===== config.mk =====
export PLATFORM = sky130hd
export DESIGN_NAME = overload_supervisor
export DESIGN_NICKNAME = d
export VERILOG_FILES = /design/src/rtl/overload_pkg.sv /design/src/rtl/edge_pulse.sv /design/src/rtl/overload_supervisor.sv
export SDC_FILE = /design/constraint.sdc
export NUM_CORES = 1
export LEC_CHECK = 0
export CAP_MARGIN = 20
export CELL_PAD_IN_SITES_DETAIL_PLACEMENT = 1
export CELL_PAD_IN_SITES_GLOBAL_PLACEMENT = 1
export CORE_MARGIN = 2
export CORE_UTILIZATION = 35
export CTS_CLUSTER_SIZE = 8
export DETAILED_ROUTE_END_ITERATION = 16
export PLACE_DENSITY_LB_ADDON = 0.1
export SLEW_MARGIN = 20
export SYNTH_ARGS = -nofsm -noshare
export SYNTH_HDL_FRONTEND = slang
export SYNTH_SLANG_ARGS = --single-unit

===== constraint.sdc =====
create_clock -name clk -period 2.8 [get_ports clk]
set_input_delay 0.56 -clock clk [delete_from_list [all_inputs] [get_ports clk]]
set_output_delay 0.56 -clock clk [all_outputs]
set_load 0.03 [all_outputs]

===== src/rtl/overload_pkg.sv =====
// Shared definitions for the elevator overload supervisor:
// state encoding, default thresholds and the saturating load update.
package overload_pkg;

   localparam int LOAD_W  = 4;
   localparam int CNT_W   = 8;
   localparam int STATE_W = 3;

   localparam int MAX_LOAD_DEF          = 6;
   localparam int ALARM_HALF_PERIOD_DEF = 4;
   localparam int SETTLE_CYCLES_DEF     = 3;

   localparam logic [STATE_W-1:0] S_BOARDING = 3'd0;
   localparam logic [STATE_W-1:0] S_READY    = 3'd1;
   localparam logic [STATE_W-1:0] S_OVERLOAD = 3'd2;
   localparam logic [STATE_W-1:0] S_SETTLE   = 3'd3;
   localparam logic [STATE_W-1:0] S_MOVING   = 3'd4;

   // One add and one remove cancel; the count sticks at 0 and at full scale.
   function automatic logic [LOAD_W-1:0] sat_step(input logic [LOAD_W-1:0] cur,
                                                  input logic              add,
                                                  input logic              rem);
      logic [LOAD_W-1:0] res;
      res = cur;
      if (add && !rem && (cur != '1)) begin
         res = cur + 1'b1;
      end else if (rem && !add && (cur != '0)) begin
         res = cur - 1'b1;
      end
      return res;
   endfunction

endpackage


===== src/rtl/edge_pulse.sv =====
// Registered rising-edge detector: pulse is high for one cycle,
// the cycle after the input is first sampled high.
module edge_pulse (
   input  logic clk,
   input  logic rst_n,
   input  logic in,
   output logic pulse
);

   logic prev_q;
   logic pulse_q;

   // Keep the previous level and flag a 0->1 transition
   always_ff @(posedge clk) begin
      if (!rst_n) begin
         prev_q  <= 1'b0;
         pulse_q <= 1'b0;
      end else begin
         prev_q  <= in;
         pulse_q <= in & ~prev_q;
      end
   end

   assign pulse = pulse_q;

endmodule


===== src/rtl/overload_supervisor.sv =====
// Elevator overload supervisor: tracks car load from flip inputs, holds the
// doors and blinks the buzzer while overloaded, and grants departure only
// from a settled, closed-door READY state.
module overload_supervisor
   import overload_pkg::*;
#(
   parameter int MAX_LOAD          = MAX_LOAD_DEF,
   parameter int ALARM_HALF_PERIOD = ALARM_HALF_PERIOD_DEF,
   parameter int SETTLE_CYCLES     = SETTLE_CYCLES_DEF
) (
   input  logic              clk,
   input  logic              rst_n,
   input  logic              weight_flip,
   input  logic              unload_flip,
   input  logic              door_closed,
   input  logic              depart_req,
   input  logic              motion_done,
   output logic [LOAD_W-1:0] load_count,
   output logic              weight_limit_exceeded,
   output logic              alarm,
   output logic              door_hold,
   output logic              depart_grant
);

   localparam logic [LOAD_W-1:0] MAX_LOAD_C  = LOAD_W'(MAX_LOAD);
   localparam logic [CNT_W-1:0]  SETTLE_LAST = CNT_W'(SETTLE_CYCLES - 1);
   localparam logic [CNT_W-1:0]  HALF_LAST   = CNT_W'(ALARM_HALF_PERIOD - 1);

   logic               add_pulse;
   logic               rem_pulse;
   logic               over_limit;

   logic [STATE_W-1:0] state_q,     state_d;
   logic [LOAD_W-1:0]  load_q,      load_d;
   logic [CNT_W-1:0]   settle_q,    settle_d;
   logic [CNT_W-1:0]   alarm_cnt_q, alarm_cnt_d;
   logic               alarm_q,     alarm_d;
   logic               limit_q,     limit_d;
   logic               grant_q,     grant_d;

   edge_pulse u_edge_add (
      .clk   (clk),
      .rst_n (rst_n),
      .in    (weight_flip),
      .pulse (add_pulse)
   );

   edge_pulse u_edge_rem (
      .clk   (clk),
      .rst_n (rst_n),
      .in    (unload_flip),
      .pulse (rem_pulse)
   );

   assign over_limit = (load_q > MAX_LOAD_C);

   // Load count follows detected edges except while the car is moving
   always_comb begin
      load_d = load_q;
      if (state_q != S_MOVING) begin
         load_d = sat_step(load_q, add_pulse, rem_pulse);
      end
   end

   // State register
   always_ff @(posedge clk) begin
      if (!rst_n) begin
         state_q <= S_BOARDING;
      end else begin
         state_q <= state_d;
      end
   end

   // Next-state and settle counter; overload check wins in BOARDING/READY
   always_comb begin
      state_d  = state_q;
      settle_d = settle_q;
      case (state_q)
         S_BOARDING: begin
            if (over_limit) begin
               state_d = S_OVERLOAD;
            end else if (door_closed) begin
               state_d = S_READY;
            end
         end
         S_READY: begin
            if (over_limit) begin
               state_d = S_OVERLOAD;
            end else if (!door_closed) begin
               state_d = S_BOARDING;
            end else if (depart_req) begin
               state_d = S_MOVING;
            end
         end
         S_OVERLOAD: begin
            settle_d = '0;
            if (!over_limit) begin
               state_d = S_SETTLE;
            end
         end
         S_SETTLE: begin
            if (over_limit) begin
               state_d  = S_OVERLOAD;
               settle_d = '0;
            end else if (settle_q == SETTLE_LAST) begin
               state_d  = S_BOARDING;
               settle_d = '0;
            end else begin
               settle_d = settle_q + 1'b1;
            end
         end
         S_MOVING: begin
            if (motion_done) begin
               state_d = S_BOARDING;
            end
         end
         default: begin
            state_d  = S_BOARDING;
            settle_d = '0;
         end
      endcase
   end

   // Output decode from the upcoming state so outputs line up with the state
   always_comb begin
      limit_d     = (state_d == S_OVERLOAD) || (state_d == S_SETTLE);
      grant_d     = (state_d == S_MOVING);
      alarm_d     = 1'b0;
      alarm_cnt_d = '0;
      if (state_d == S_OVERLOAD) begin
         if (state_q != S_OVERLOAD) begin
            alarm_d     = 1'b1;
            alarm_cnt_d = '0;
         end else if (alarm_cnt_q == HALF_LAST) begin
            alarm_d     = ~alarm_q;
            alarm_cnt_d = '0;
         end else begin
            alarm_d     = alarm_q;
            alarm_cnt_d = alarm_cnt_q + 1'b1;
         end
      end
   end

   // Counters and output registers
   always_ff @(posedge clk) begin
      if (!rst_n) begin
         load_q      <= '0;
         settle_q    <= '0;
         alarm_cnt_q <= '0;
         alarm_q     <= 1'b0;
         limit_q     <= 1'b0;
         grant_q     <= 1'b0;
      end else begin
         load_q      <= load_d;
         settle_q    <= settle_d;
         alarm_cnt_q <= alarm_cnt_d;
         alarm_q     <= alarm_d;
         limit_q     <= limit_d;
         grant_q     <= grant_d;
      end
   end

   assign load_count            = load_q;
   assign weight_limit_exceeded = limit_q;
   assign door_hold             = limit_q;
   assign alarm                 = alarm_q;
   assign depart_grant          = grant_q;

endmodule


==> Implementation_results.wiki, run 1 <==
{| class="wikitable"
! Metric !! Value
|-
| Result of the run || completed
|-
| Die Outline Area || 0.004549 mm²
|-
| Fraction of registers with async set or reset after synthesis || 0%
|-
| Deepest clock path buffer count || 2
|-
| Most frequently used flop master after synthesis || sky130_fd_sc_hd__dfxtp_1
|-
| Average cell area after synthesis || 9.208 µm²
|-
| Clock Latency Late Sink || 0.27 ns
|-
| Total GRT Usage || around 15%
|-
| Most common cell after layout, fill and taps aside || sky130_fd_sc_hd__dfxtp_1
|-
| Data arrival time of the critical path || ~1.5 ns
|-
| Net count of the mapped netlist || 166
|-
| Largest net degree at the start of global routing || 16
|-
| Layout Nets || 181
|-
| Kind of path behind the tightest hold check || reg -> reg
|-
| Crit path max-delay cell type || sky130_fd_sc_hd__clkdlybuf4s50_1
|-
| Worst relative slew slack || approximately two thirds
|-
| Required time of the worst setup path || 2.24 ns
|-
| Final Cycle Share || 73.97%
|-
| Complex-gate fraction of the synthesized area || between 10% and 20%
|-
| Proportion of layout cells with a drive suffix above 1 || 8.876%
|-
| Clock Sink Count || 30
|-
| Number of distinct library cell variants in the gate-level netlist after synthesis || 45
|-
| Core area || 0.003943 mm²
|-
| Aggregate negative setup slack || 0 ns
|-
| Height of the chip || ~67 µm
|-
| Element type at the critical path start || register
|-
| Global-route wire length before repair || 5.043 mm
|-
| Worst-path fanout max || 8
|-
| Number of iterations in the first detailed-routing pass || 4
|-
| CTS tree || built
|-
| Root Buffer Master || sky130_fd_sc_hd__clkbuf_8
|-
| Total grt overflow || 0
|-
| Relative area change from synthesis to final layout || 18.38%
|-
| Slew Viols, Final || 0
|-
| Skew final || 0.003042 ns
|-
| Initial cell density of the core || a little over a third
|-
| Initial detailed-routing violation count || 41
|-
| Flops & latches, synth || 30
|-
| Metal1 wirelength || 1.370 mm
|-
| Slowest stage delay, CP || between 0.7 and 0.8 ns
|-
| Unrepaired setup endpoints after global routing || false
|-
| Max-capacitance violation count || 0
|-
| Number of post-CTS setup repair buffers || 0
|-
| Via count || 1103
|-
| Static Leakage || 0.6276 nW
|-
| Buffers and inverters on the worst path || 1
|-
| Cells after synthesis || 153
|-
| # rows || 23
|-
| Filler cells || 462
|-
| Family of cells with the greatest summed delay on the critical path || buffers and inverters
|-
| Total of hold buffers inserted after clock tree synthesis || 0
|-
| Final weighted congestion in routability-driven placement || 0.6957
|-
| Via-to-Cell Ratio || 5.037
|-
| Slew @ Worst Pin || 0.5170 ns
|-
| Total length of routed met3 wires || about 66 µm
|-
| Top layer used by detailed routing || met4
|-
| Post-Route WL || a little under 3 mm
|-
| Count of final hold-check violations || 0
|-
| Remaining routing DRC violations || 0
|-
| Mapped cell area || between 0.001 and 0.0015 mm²
|-
| Worst-case hold slack || 0.3813 ns
|-
| Worst Path Class, Setup || reg -> out
|-
| Post-Synth Adder-Cell Area || a little under 6%
|-
| Placed wire-length estimate || 2.217 mm
|-
| # port buffers || 14
|-
| Part of the Yosys area used for sequential elements || a little over two fifths
|-
| Area share of xor/xnor cells in the synthesized design || 7.460%
|-
| Pwr per Cell Area || roughly 600 mW/mm²
|-
| Average wire per standard cell || 13.37 µm
|-
| Length of routed met2 wiring || 1.450 mm
|-
| Simple-gate share of the synthesized area || 27.00%
|-
| VDD IR-drop max || 0.0002747 V
|-
| Count of endpoints failing setup in the final report || 0
|-
| Time the final worst path needs with I/O delays and setup || 2.071 ns
|-
| Dominant combinational cell family by area after synthesis || simple AND/OR/NAND/NOR gates
|-
| Kind of end point of the critical path || output pin
|-
| Number of antenna-violating nets in the routed design || 0
|-
| Count of instances resized after the clock tree is built || 0
|-
| Number of enable-type register cells in the synthesized netlist || 0
|-
| Antenna diode count || 0
|-
| Clock-pin slew on the worst setup and hold paths || around 0.060 ns
|-
| Share of cell area taken by muxes after synthesis || 2.931%
|-
| Die boundary width || 67.45 µm
|-
| Number of primary I/O pins || 15
|-
| Number of antenna violations at the first check in global routing || 0
|-
| Number of clock buffers inserted by TritonCTS || 5
|-
| Peak Freq || between 400 and 500 MHz
|-
| Most frequent cells in the layout || sky130_fd_sc_hd__dfxtp_1 (30), sky130_fd_sc_hd__nor2_1 (15), sky130_fd_sc_hd__nand2_1 (14), sky130_fd_sc_hd__clkdlybuf4s50_1 (14), sky130_fd_sc_hd__nand3_1 (13)
|-
| Vias in the first global route || 1114
|-
| Maximum level of the CTS H-tree || 2
|-
| Critical Path, Cell by Cell || clkdlybuf4s50_1
|-
| Yosys warning count || 0
|}
## stage by stage
step                power (mW)  util (%)  instance area [µm²]  instances  setup slack [ns]
floorplan               0.5985         -                 1409        153            0.7914
global placement        0.6487     39.99                 1577        211            0.6818
detailed placement      0.6544     39.99                 1577        211            0.5889
CTS                      1.011     42.30                 1668        219            0.6978
global route             1.050     42.30                 1668        219            0.6011
finish                  0.9928     42.30                 1668        219            0.7289
## metal layers
metal | vias to the layer above | track usage [%]
li1 | 567 | -
met1 | 521 | 18.17
met2 | 11 | 24.63
met3 | 4 | 4.500
met4 | 0 | 6.122
met5 | - | 0
## synth_stat cells, types with 2 or more instances
library cell | n | share of area (%)
sky130_fd_sc_hd__a21oi_1 | 4 | 1.4
sky130_fd_sc_hd__and2_1 | 6 | 2.7
sky130_fd_sc_hd__and3_1 | 3 | 1.3
sky130_fd_sc_hd__clkbuf_1 | 3 | 0.80
sky130_fd_sc_hd__dfxtp_1 | 30 | 43
sky130_fd_sc_hd__ha_1 | 5 | 4.4
sky130_fd_sc_hd__inv_1 | 3 | 0.80
sky130_fd_sc_hd__mux2i_1 | 3 | 2.1
sky130_fd_sc_hd__nand2_1 | 14 | 3.7
sky130_fd_sc_hd__nand2b_1 | 2 | 0.89
sky130_fd_sc_hd__nand3_1 | 13 | 4.6
sky130_fd_sc_hd__nor2_1 | 15 | 4.0
sky130_fd_sc_hd__nor2b_1 | 3 | 1.3
sky130_fd_sc_hd__nor3b_1 | 3 | 1.6
sky130_fd_sc_hd__o21ai_0 | 3 | 1.1
sky130_fd_sc_hd__o311ai_1 | 3 | 1.9
sky130_fd_sc_hd__or2_2 | 2 | 0.89
sky130_fd_sc_hd__xnor2_1 | 3 | 1.9
sky130_fd_sc_hd__xor2_1 | 9 | 5.6
## worst paths after layout
check               startpoint                to  slack (ns)  cells after the start
min          u_edge_rem.prev_q  u_edge_rem.pulse        0.38                      1
max reg2reg        settle_q[0]       settle_q[2]        0.79                      7
max              load_count[0]     load_count[0]        0.73                      1
min reg2reg  u_edge_rem.prev_q  u_edge_rem.pulse        0.38                      1
## logic make-up (layout without fill, tap and decap cells)
group / count (synthesis) / count (layout)
adder cells (fa/ha/maj): 6 / 6
AND/OR/NAND/NOR: 71 / 71
flip-flops: 30 / 30
multiplexers: 4 / 4
buffers and inverters: 9 / 25
AO/OA/AOI/OAI: 21 / 21
XOR/XNOR: 12 / 12
## layout make-up
class	instances	area [µm²]	area share, %
clock buffer	7	86.33	5.176
tap	50	62.56	3.751
inverter	3	11.26	0.6752
multi-input combinational	114	762.0	45.69
sequential	30	600.6	36.01
clock inverter	1	5.005	0.3001
timing repair buffer	14	140.1	8.402
## power breakdown
group          leakage (nW)  total [mW]  switching, mW  internal [mW]
registers             0.244       0.481         0.0329          0.448
clock network        0.0482       0.350          0.152          0.198
logic                 0.335       0.162         0.0845         0.0774
total                 0.628       0.993          0.269          0.724
## sequential cells by signal (all words and copies together) (netlist names), 3 cells and up
signal	cells
alarm_cnt_q	8
settle_q	8
load_count	4
state_q	3
No activity file was read; power rests on OpenSTA's default activity.
==> run 2: changes to the inputs <==
clock period = 2 ns   (was 2.8 ns; I/O delays follow)
==> Implementation_results.wiki, run 2 (synthesized netlist as in run 1, its figures left out) <==
{| class="wikitable"
! Metric !! Value
|-
| Result of the run || completed
|-
| R2r endpoint || settle_q[2]
|-
| Relative area change from synthesis to final layout || 26.47%
|-
| Total grt overflow || 0
|-
| Post-Route WL || 3.113 mm
|-
| Max-capacitance violation count || 0
|-
| Time the final worst path needs with I/O delays and setup || 1.888 ns
|-
| Worst Path Class, Setup || reg -> reg
|-
| Global-route wire length before repair || 5.451 mm
|-
| Remaining routing DRC violations || 0
|-
| Number of antenna-violating nets in the routed design || 0
|-
| Number of primary I/O pins || 15
|-
| Height of the chip || 67.45 µm
|-
| Post-layout util || 45.19%
|-
| Data arrival time of the critical path || 2.05 ns
|-
| Worst relative slew slack || approximately 73%
|-
| Largest net degree at the start of global routing || 11
|-
| Number of cell instances on the worst register-to-register path || 7
|-
| Via count || 1156
|-
| # port buffers || 14
|-
| Die boundary width || approximately 67 µm
|-
| Via-to-Cell Ratio || 5.004
|-
| Slew @ Worst Pin || slightly below 0.4 ns
|-
| Initial cell density of the core || 35.73%
|-
| Number of antenna violations at the first check in global routing || 0
|-
| Total of hold buffers inserted after clock tree synthesis || 0
|-
| Total GRT Usage || 15.82%
|-
| Element type at the critical path start || register
|-
| Most common cell after layout, fill and taps aside || sky130_fd_sc_hd__dfxtp_1
|-
| Most frequent cells in the layout || sky130_fd_sc_hd__dfxtp_1 (28), sky130_fd_sc_hd__nor2_1 (15), sky130_fd_sc_hd__nand2_1 (14), sky130_fd_sc_hd__clkdlybuf4s50_1 (14), sky130_fd_sc_hd__nand3_1 (13)
|-
| Setup WS pre-CTS || 0.07894 ns
|-
| CTS tree || built
|-
| Pwr per Cell Area || 851.1 mW/mm²
|-
| Core area || 0.003943 mm²
|-
| Average wire per standard cell || 13.48 µm
|-
| Slew Viols, Final || 0
|-
| Hold Startpoint || u_edge_add.prev_q
|-
| Number of clock buffers inserted by TritonCTS || 5
|-
| Kind of path behind the tightest hold check || reg -> reg
|-
| Worst hold endpoint || u_edge_add.pulse
|-
| Clock-pin slew on the worst setup and hold paths || roughly 0.060 ns
|-
| Final weighted congestion in routability-driven placement || 0.7240
|-
| Proportion of layout cells with a drive suffix above 1 || 17.13%
|-
| Min-Delay Path Depth || 1
|-
| Die Outline Area || 0.004549 mm²
|-
| Final Cycle Share || 94.40%
|-
| Required time of the worst setup path || 2.16 ns
|-
| Deepest clock path buffer count || 2
|-
| # rows || 23
|-
| Kind of end point of the critical path || register
|-
| Clock Sink Count || 30
|-
| Final worst setup slack || 0.1120 ns
|-
| Count of endpoints failing setup in the final report || 0
|-
| Initial detailed-routing violation count || 32
|-
| VDD IR-drop max || roughly 0.00034 V
|-
| Worst R2R Start || settle_q[0]
|-
| Count of final hold-check violations || 0
|-
| Maximum level of the CTS H-tree || 2
|-
| Unrepaired setup endpoints after global routing || true
|-
| Worst-path fanout max || 6
|-
| Number of post-CTS setup repair buffers || 0
|-
| Layout Nets || 193
|-
| Root Buffer Master || sky130_fd_sc_hd__clkbuf_8
|-
| Skew final || 0.006309 ns
|-
| Peak Freq || 529.7 MHz
|-
| Antenna diode count || 0
|-
| Placed wire-length estimate || 2.429 mm
|-
| Clock Latency Late Sink || 0.28 ns
|-
| Static Leakage || 0.7035 nW
|-
| Setup slack of the worst register-to-register path || 0.11 ns
|-
| Number of iterations in the first detailed-routing pass || 2
|-
| Vias in the first global route || 1205
|}
run 2: area by class of cell:
cell class	instances	area [µm²]
fillers	456	2161
multi-input cells	114	765.7
flip-flops and latches	30	603.1
repair buffers	26	230.2
clock buffers	5	68.82
well taps	50	62.56
clock inverters	3	40.04
inverters	3	11.26
run 2: power breakdown:
group          switching (mW)  total (mW)  internal [mW]
registers              0.0312       0.659          0.628
clock network           0.225       0.591          0.366
logic                   0.139       0.266          0.127
total                   0.395        1.52           1.12
run 2: critical path: stages, from the launching register on:
cell and delay (ns):
sky130_fd_sc_hd__dfxtp_2 0.32, sky130_fd_sc_hd__inv_1 0.05, sky130_fd_sc_hd__ha_1 0.12, sky130_fd_sc_hd__or4b_4 0.45
sky130_fd_sc_hd__or4_4 0.44, sky130_fd_sc_hd__and4_4 0.19, sky130_fd_sc_hd__a21oi_2 0.13, sky130_fd_sc_hd__mux2i_1 0.08
run 2: per-stage QoR:
stage	power, mW	hold WS (ns)	std cells	instance area, µm²	setup TNS, ns
detailed placement	0.9422	0.3776	223	1668	0
finish	1.516	0.3823	231	1782	0
CTS	1.538	0.3866	231	1777	0
global placement	0.9339	0.3726	223	1668	0
floorplan	0.8386	0.3674	153	1410	0
global route	1.595	0.3979	231	1782	-0.0007627
run 2: worst max-delay path by stage:
stage                        from            end  slack (ns)
floorplan           load_count[1]  load_count[3]        0.01
global placement      settle_q[0]    settle_q[2]        0.12
detailed placement    settle_q[0]    settle_q[5]        0.08
CTS                   settle_q[0]    settle_q[2]        0.07
global route          settle_q[0]    settle_q[2]     -0.0008
finish                settle_q[0]    settle_q[2]        0.11
run 2: repair_timing:
action                                 in CTS  in global routing
setup endpoints to repair                   0                  5
endpoints found under the hold margin       0                  0
gates resized for setup                     0                  2
run 2: per-layer routing:
metal / GRT usage [%] / vias to the layer above / part of all wire, %
met5: 0 / - / 0
li1: - / 591 / -
met2: 26.73 / 11 / 51
met4: 5.357 / 0 / 1.2
met3: 4.167 / 5 / 2.7
met1: 19.45 / 549 / 45
==> run 3: changes to the inputs <==
clock period = 1.6 ns   (was 2 ns; I/O delays follow)
==> Implementation_results.wiki, run 3 (synthesized netlist as in run 1, its figures left out) <==
{| class="wikitable"
! Metric !! Value
|-
| Result of the run || finished with violations
|-
| Violations in the final reports || setup timing
|-
| VDD IR-drop max || between 0.0004 and 0.0005 V
|-
| Peak Freq || 514.6 MHz
|-
| Post-Route WL || 3.395 mm
|-
| Average wire per standard cell || 14.21 µm
|-
| Vias in the first global route || 1249
|-
| Kind of end point of the critical path || register
|-
| Layout Nets || 202
|-
| Worst R2R Start || settle_q[0]
|-
| Initial cell density of the core || between 30% and 40%
|-
| Pwr per Cell Area || 1016 mW/mm²
|-
| Core area || 0.003943 mm²
|-
| Time the final worst path needs with I/O delays and setup || 1.943 ns
|-
| Crit path max-delay cell type || sky130_fd_sc_hd__or4b_4
|-
| Required time of the worst setup path || 1.75 ns
|-
| Count of final hold-check violations || 0
|-
| Number of primary I/O pins || 15
|-
| Unrepaired setup endpoints after global routing || true
|-
| Relative area change from synthesis to final layout || 39.79%
|-
| Die Outline Area || 0.004549 mm²
|-
| Initial detailed-routing violation count || 31
|-
| Count of endpoints failing setup in the final report || 13
|-
| Clock Power Share || 38.7%
|-
| # rows || 23
|-
| Worst relative slew slack || 78.50%
|-
| Via count || 1203
|-
| Clock Latency Late Sink || 0.27 ns
|-
| Element type at the critical path start || register
|-
| Largest net degree at the start of global routing || 12
|-
| Final worst setup slack || -0.3434 ns
|-
| Number of antenna violations at the first check in global routing || 0
|-
| Buffers and inverters on the worst path || 1
|-
| Number of iterations in the first detailed-routing pass || 4
|-
| Die boundary width || 67.45 µm
|-
| Proportion of layout cells with a drive suffix above 1 || between 30 and 40%
|-
| Relative contribution of combinational cells to total power || 20.0%
|-
| Slew @ Worst Pin || approximately 0.32 ns
|-
| Most common cell after layout, fill and taps aside || sky130_fd_sc_hd__dfxtp_1
|-
| Internal || between 1 and 1.5 mW
|-
| Antenna diode count || 0
|-
| Clock Sink Count || 30
|-
| Static Leakage || 0.8273 nW
|-
| Family of cells with the greatest summed delay on the critical path || simple AND/OR/NAND/NOR gates
|-
| Final Cycle Share || 121.5%
|-
| Total design power || about 2 mW
|-
| Clock-pin slew on the worst setup and hold paths || around 0.06 ns
|-
| Total GRT Usage || 16.83%
|-
| Worst Path Class, Setup || reg -> reg
|-
| Skew final || 0.004723 ns
|-
| Final weighted congestion in routability-driven placement || about 0.84
|-
| Filler cells || 451
|-
| Share of total power consumed by net switching || 26.11%
|-
| Global-route wire length before repair || 5.616 mm
|-
| Worst-path fanout max || 6
|-
| Kind of path behind the tightest hold check || reg -> reg
|-
| Max-capacitance violation count || 0
|-
| Launching element of the worst setup path || settle_q[0]
|-
| Switching Power || 522.2 µW
|-
| Maximum level of the CTS H-tree || 2
|-
| # port buffers || 14
|-
| Proportion of power drawn by flip-flops and latches || 41.3%
|-
| Remaining routing DRC violations || 0
|-
| Hold Startpoint || u_edge_add.prev_q
|-
| Setup WS pre-CTS || -0.3230 ns
|-
| Total grt overflow || 0
|-
| Data arrival time of the critical path || 2.09 ns
|-
| Deepest clock path buffer count || 2
|-
| Via-to-Cell Ratio || 5.033
|-
| CTS tree || built
|-
| Number of antenna-violating nets in the routed design || 0
|-
| Most frequent cells in the layout || sky130_fd_sc_hd__dfxtp_1 (24), sky130_fd_sc_hd__buf_4 (17), sky130_fd_sc_hd__nor2_1 (15)
|-
| Root Buffer Master || sky130_fd_sc_hd__clkbuf_8
|-
| Height of the chip || 67.45 µm
|-
| Critical Path, Cell by Cell || inv_2 > ha_4 > or4b_4 > or4_4 > and4_4 > a21oi_2 > mux2i_1
|-
| Placed wire-length estimate || 2.474 mm
|-
| Slowest stage delay, CP || between 0.4 and 0.5 ns
|-
| Slew Viols, Final || 0
|-
| Number of clock buffers inserted by TritonCTS || 5
|-
| Post-layout util || between 40% and 50%
|}
[run 3: layout make-up]
class                      instances  area, µm²  share of cell area, %
multi-input combinational        114      864.6                  43.90
sequential                        30      608.1                  30.88
timing repair buffer              35      310.3                  15.76
clock buffer                       6      82.58                  4.193
tap                               50      62.56                  3.177
clock inverter                     1      30.03                  1.525
inverter                           3      11.26                 0.5718
[run 3: path summary, 6_finish.rpt]
path | depth (start not counted) | endpoint | slack (ns)
max reg2reg | 7 | settle_q[2] | -0.34
min | 1 | u_edge_add.pulse | 0.39
min reg2reg | 1 | u_edge_add.pulse | 0.39
max | 7 | settle_q[2] | -0.34
[run 3: stage by stage]
stage               cells  hold slack, ns  TNS (ns)  instance area (µm²)
floorplan             153          0.3674    -2.318                 1425
global placement      231          0.3733    -2.544                 1743
detailed placement    231          0.3751    -3.037                 1743
CTS                   238          0.3931    -2.758                 1878
global route          239          0.4013    -4.167                 1969
finish                239          0.3886    -3.023                 1969
[run 3: routing by layer]
metal	routed length (µm)	share of wire [%]	GRT usage, %
met3	86	2.5	4.167
met1	1659	49	21.19
met4	40	1.2	8.163
met2	1609	47	26.86
met5	0	0	0
[run 3: power groups by stage]
stage                     clock, mW  combinational (mW)  sequential [mW]
after global routing          0.822               0.438            0.830
after global placement            0               0.360            0.834
final                         0.774               0.401            0.826
after detailed placement          0               0.369            0.836
after CTS                     0.787               0.370            0.823
after floorplan                   0               0.173            0.881
[run 3: timing repair]
action / CTS / global route
endpoints found under the setup margin: 21 / 22
pin swaps: 9 / 8
gates resized for setup: 12 / 17
hold buffers: 0 / 0
setup buffers: 0 / 1
[run 3: worst register-to-register path, stage by stage (launching register included)]
cell and delay, ns:
sky130_fd_sc_hd__dfxtp_2 0.32, sky130_fd_sc_hd__inv_2 0.06, sky130_fd_sc_hd__ha_4 0.12, sky130_fd_sc_hd__or4b_4 0.46, sky130_fd_sc_hd__or4_4 0.44, sky130_fd_sc_hd__and4_4 0.19, sky130_fd_sc_hd__a21oi_2 0.14, sky130_fd_sc_hd__mux2i_1 0.09
